<file path="config.mk">
export PLATFORM = sky130hd
export DESIGN_NAME = edge_frame_writer
export DESIGN_NICKNAME = d
export VERILOG_FILES = /design/src/rtl/edge_frame_writer.sv
export SDC_FILE = /design/constraint.sdc
export NUM_CORES = 1
export LEC_CHECK = 0
export ABC_AREA = 1
export CORE_MARGIN = 4
export CORE_UTILIZATION = 50
export DETAILED_ROUTE_END_ITERATION = 8
export MAX_ROUTING_LAYER = met4
export PLACE_DENSITY = 0.72
export SYNTH_ARGS = -nofsm -noshare
export SYNTH_HDL_FRONTEND = slang
export SYNTH_SLANG_ARGS = --single-unit
</file>
<file path="constraint.sdc">
create_clock -name clk -period 2.5 [get_ports clk]
set_input_delay 0.5 -clock clk [delete_from_list [all_inputs] [get_ports clk]]
set_output_delay 0.5 -clock clk [all_outputs]
set_load 0.02 [all_outputs]
</file>
<file path="src/rtl/edge_frame_writer.sv">
// Edge frame writer: stores Sobel edge flags as bytes in a frame memory,
// optionally framed by one border row above and below the image body.
//
// Ports:
//   clk, rst           clock, asynchronous active-high reset
//   start              begin a frame (honoured only when idle)
//   pix_valid, pix_bit one Sobel result per valid cycle (1 = edge)
//   proc_finished      level, processor has emitted its last pixel
//   mem_addr/data/we   registered frame-memory write port
//   busy, done         activity level, one-cycle completion pulse
//   overflow           sticky, more pixels offered than WIDTH*HEIGHT
//
// Build option: define EDGE_FRAME_WRITER_BORDER_EN to emit the head and
// tail border rows. Without it, start goes straight to the body and
// proc_finished goes straight to completion.

module edge_frame_writer #(
    parameter int          WIDTH      = 224,
    parameter int          HEIGHT     = 224,
    parameter logic [7:0]  BORDER_PIX = 8'hE0,
    parameter int          ADDR_W     = 17
) (
    input  logic              clk,
    input  logic              rst,
    input  logic              start,
    input  logic              pix_valid,
    input  logic              pix_bit,
    input  logic              proc_finished,
    output logic [ADDR_W-1:0] mem_addr,
    output logic [7:0]        mem_data,
    output logic              mem_we,
    output logic              busy,
    output logic              done,
    output logic              overflow
);

    localparam int CW = $clog2(WIDTH + 1);
    localparam int PW = $clog2(WIDTH * HEIGHT + 1);

    localparam logic [CW-1:0] COL_LAST = CW'(WIDTH - 1);
    localparam logic [PW-1:0] BODY_CAP = PW'(WIDTH * HEIGHT);

    typedef enum logic [2:0] {
        IDLE,
        HEAD,
        BODY,
        TAIL,
        DONE
    } state_t;

    state_t            state;
    logic [CW-1:0]     col;
    logic [PW-1:0]     npix;
    logic [ADDR_W-1:0] wptr;

    // wptr is the address of the next write; mem_addr holds the
    // address of the write currently presented on the port.
    always_ff @(posedge clk or posedge rst) begin
        if (rst) begin
            state    <= IDLE;
            col      <= '0;
            npix     <= '0;
            wptr     <= '0;
            mem_addr <= '0;
            mem_data <= '0;
            mem_we   <= 1'b0;
            busy     <= 1'b0;
            done     <= 1'b0;
            overflow <= 1'b0;
        end else begin
            mem_we <= 1'b0;
            done   <= 1'b0;
            unique case (state)
                IDLE: begin
                    if (start) begin
                        wptr     <= '0;
                        col      <= '0;
                        npix     <= '0;
                        overflow <= 1'b0;
                        busy     <= 1'b1;
`ifdef EDGE_FRAME_WRITER_BORDER_EN
                        state    <= HEAD;
`else
                        state    <= BODY;
`endif
                    end
                end
                HEAD: begin
                    mem_we   <= 1'b1;
                    mem_data <= BORDER_PIX;
                    mem_addr <= wptr;
                    wptr     <= wptr + 1'b1;
                    col      <= col + 1'b1;
                    if (col == COL_LAST) begin
                        col   <= '0;
                        state <= BODY;
                    end
                end
                BODY: begin
                    // A pixel offered together with proc_finished is
                    // dropped: the frame is closed on that edge.
                    if (proc_finished) begin
`ifdef EDGE_FRAME_WRITER_BORDER_EN
                        col   <= '0;
                        state <= TAIL;
`else
                        done  <= 1'b1;
                        state <= DONE;
`endif
                    end else if (pix_valid) begin
                        if (npix == BODY_CAP) begin
                            overflow <= 1'b1;
                        end else begin
                            mem_we   <= 1'b1;
                            mem_data <= pix_bit ? 8'hFF : 8'h00;
                            mem_addr <= wptr;
                            wptr     <= wptr + 1'b1;
                            npix     <= npix + 1'b1;
                        end
                    end
                end
                TAIL: begin
                    mem_we   <= 1'b1;
                    mem_data <= BORDER_PIX;
                    mem_addr <= wptr;
                    wptr     <= wptr + 1'b1;
                    col      <= col + 1'b1;
                    if (col == COL_LAST) begin
                        col   <= '0;
                        done  <= 1'b1;
                        state <= DONE;
                    end
                end
                DONE: begin
                    busy  <= 1'b0;
                    state <= IDLE;
                end
                default: begin
                    state <= IDLE;
                end
            endcase
        end
    end

endmodule

</file>
==> flow_summary.json <==
{
  "crit_path_start_kind": "flop",
  "crit_type": "flop to primary output",
  "whs_ns": 0.4790,
  "finalHoldViolations": 0,
  "post-route-util_pct": 60.78,
  "dieArea_mm2": 0.007633,
  "power_frac_seq_pct": 43.7,
  "finalSetupViolCount": 0,
  "cts_made_buffers": 9,
  "placed_cells": 526,
  "grt_pass1_vias": 2564,
  "fin_crit_sh_pct": 77.99,
  "r2r-start": "npix[0]$_DFFE_PP0P_",
  "syn_inst": 430,
  "critical_path.cell_chain": "clkdlybuf4s50_1",
  "drt-vias-per-instance": 4.889,
  "clockPowerShare_pct": 33.1,
  "antenna_cells": 0,
  "synth_warnings": 0,
  "internal-power_mw": 1.650,
  "grt_pass1_wl_um": 11230,
  "clock_path_buffers": 2,
  "setup_ws_ns": 0.5503,
  "io_pins": 35,
  "ys_ff_latch": 57,
  "synthesis.nets": 439,
  "cts_tree": "built",
  "combPwrFrac_pct": 23.3,
  "fin_setup_tns_ns": 0,
  "cts_max_level": 3,
  "synth_area_per_cell_um2": 7.324,
  "worstPathMaxFanout": 9,
  "synth_area_mm2": 0.003149,
  "critical_path_depth": 1,
  "root_buffer": "clkbuf_8",
  "cts_hold_buf": 0,
  "ys_seq_area_share_pct": 45.29,
  "crit_start": "mem_data[6]$_DFFE_PP0P_",
  "cts_resized": 0,
  "clock_latency_ns": 0.34,
  "powerDensity_mw_per_mm2": 651.9,
  "fin_nets": 471,
  "reg2reg_depth": 8,
  "hp-class": "flop to flop",
  "cp_num_buf_inv": 1,
  "clk_pin_slew_ns": 0.06,
  "cp-end-kind": "primary output",
  "p_switching_uw": 737.8,
  "final_cells": 541,
  "drt_iter0_markers": 123,
  "antenna_found_initial": 0,
  "tightestPinTransition_ns": 0.6620,
  "period_needed_ns": 1.950,
  "post-cts-setup-buffers": 0,
  "place.gp.congestion": 0.8882,
  "clock_skew_ns": 0.006534,
  "rsz0062_at_grt": "no",
  "rrSetupSlack_ns": 0.65,
  "area_growth_pct": 16.29,
  "arrival_ns": 1.45,
  "vias": 2645,
  "status": "complete, no violations",
  "reg2reg_to": "mem_addr[0]$_DFFE_PP0P_",
  "p_sw_share_pct": 30.90,
  "yosysUniqueCellTypes": 21,
  "final_antenna_net_count": 0,
  "maxCapViolCount": 0,
  "wl_per_cell_um": 11.44,
  "drive_gt1_share_pct": 6.223,
  "die_x_um": 87.37,
  "nFillCells": 567,
  "required_ns": 2.00,
  "endpoint": "mem_data[5]",
  "drc_errors": 0,
  "cts_sinks": 57,
  "irDropWorstVdd_v": 0.0006401,
  "slew_viol_final": 0,
  "start_util_pct": 52.26,
  "drt_wl_total_um": 6189,
  "cpPeakStageDelay_ns": 0.65,
  "mostFrequentLayoutCells": "nand2_1, dfrtp_1, inv_1",
  "die_h_um": 87.37,
  "layout_commonest_cell": "nand2_1",
  "grt_max_degree": 34,
  "maxSlewHeadroom_pct": 55.75,
  "place_ws_ns": 0.3881,
  "drt-pass1-iter-count": 4,
  "slowest_stage": "clkdlybuf4s50_1",
  "grt.overflow.total": 0,
  "grt_use_total_pct": 19.38,
  "fmaxAchievable_mhz": 512.9,
  "path_delay_family": "buffers and inverters",
  "rows": 28,
  "dp_hpwl_um": 4404,
  "p_leak_nw": 1.812,
  "coreArea_mm2": 0.006026,
  "io_buffers": 34
}
-- worst min-delay path by stage --
stage	startpoint	endpoint	cells past startpoint
final	mem_addr[2]$_DFFE_PP0P_	mem_addr[2]$_DFFE_PP0P_	2
after global routing	mem_addr[1]$_DFFE_PP0P_	mem_addr[1]$_DFFE_PP0P_	2
after CTS	overflow$_DFFE_PP0P_	overflow$_DFFE_PP0P_	2
after detailed placement	overflow$_DFFE_PP0P_	overflow$_DFFE_PP0P_	2
after global placement	overflow$_DFFE_PP0P_	overflow$_DFFE_PP0P_	2
after floorplan	wptr[3]$_DFFE_PP0P_	wptr[3]$_DFFE_PP0P_	2
-- kinds of logic after synthesis --
logic type	synth area share [%]
flip-flops	45.29
buffers and inverters	10.37
AND/OR/NAND/NOR	34.80
adder cells (fa/ha/maj)	1.192
AO/OA/AOI/OAI	4.172
XOR/XNOR	4.172
-- Yosys cell counts --
master | number | area share [%]
nor2_2 | 2 | 0.40
o21bai_4 | 1 | 0.60
nand4_1 | 7 | 1.4
nor2_4 | 2 | 0.72
nor3_1 | 2 | 0.32
dfrtp_1 | 57 | 45
o21ai_0 | 9 | 1.4
nand3_2 | 1 | 0.32
nand3_1 | 24 | 3.8
nand2_2 | 3 | 0.60
nor2_1 | 37 | 4.4
and2_1 | 1 | 0.20
xor2_1 | 15 | 4.2
ha_1 | 3 | 1.2
o21ai_1 | 12 | 1.9
o21bai_1 | 1 | 0.24
inv_2 | 2 | 0.24
nand2_1 | 190 | 23
buf_4 | 8 | 1.9
buf_6 | 8 | 2.9
inv_1 | 45 | 5.4
-- power groups by stage --
stage	Combinational, mW	Sequential [mW]	Clock, mW
after detailed placement	0.565	1.06	0
final	0.556	1.04	0.789
after global routing	0.612	1.05	0.872
after CTS	0.566	1.04	0.819
after global placement	0.555	1.06	0
after floorplan	0.387	1.10	0
-- routing by layer --
layer	global-route usage (%)	vias to the layer above	part of all wire [%]
li1	-	1374	-
met1	22.98	1208	45
met2	31.16	53	47
met3	6.433	10	5.9
met4	6.137	0	1.7
met5	-	-	0
-- through the flow --
stage	area [um^2]	power [mW]
2_1_floorplan	3149	1.483
3_3_place_gp	3481	1.612
3_5_place_dp	3481	1.625
4_1_cts	3662	2.428
5_1_grt	3662	2.536
6_report	3662	2.387
-- sequential cells by signal (all words and copies together) (netlist names) --
name	count
npix	16
done	1
overflow	1
busy	1
wptr	17
mem_we	1
mem_addr	17
mem_data	1
state	2
-- layout make-up --
class                      count  area (um^2)  share of cell area (%)
clock buffer                  13        168.9                   4.612
clock inverter                 2        12.51                  0.3416
inverter                      47        176.4                   4.817
multi-input combinational    310         1396                   38.13
sequential                    57         1426                   38.95
tap                           75        93.84                   2.562
timing repair buffer          37        387.9                   10.59
No activity file was read; power rests on OpenSTA's default activity.
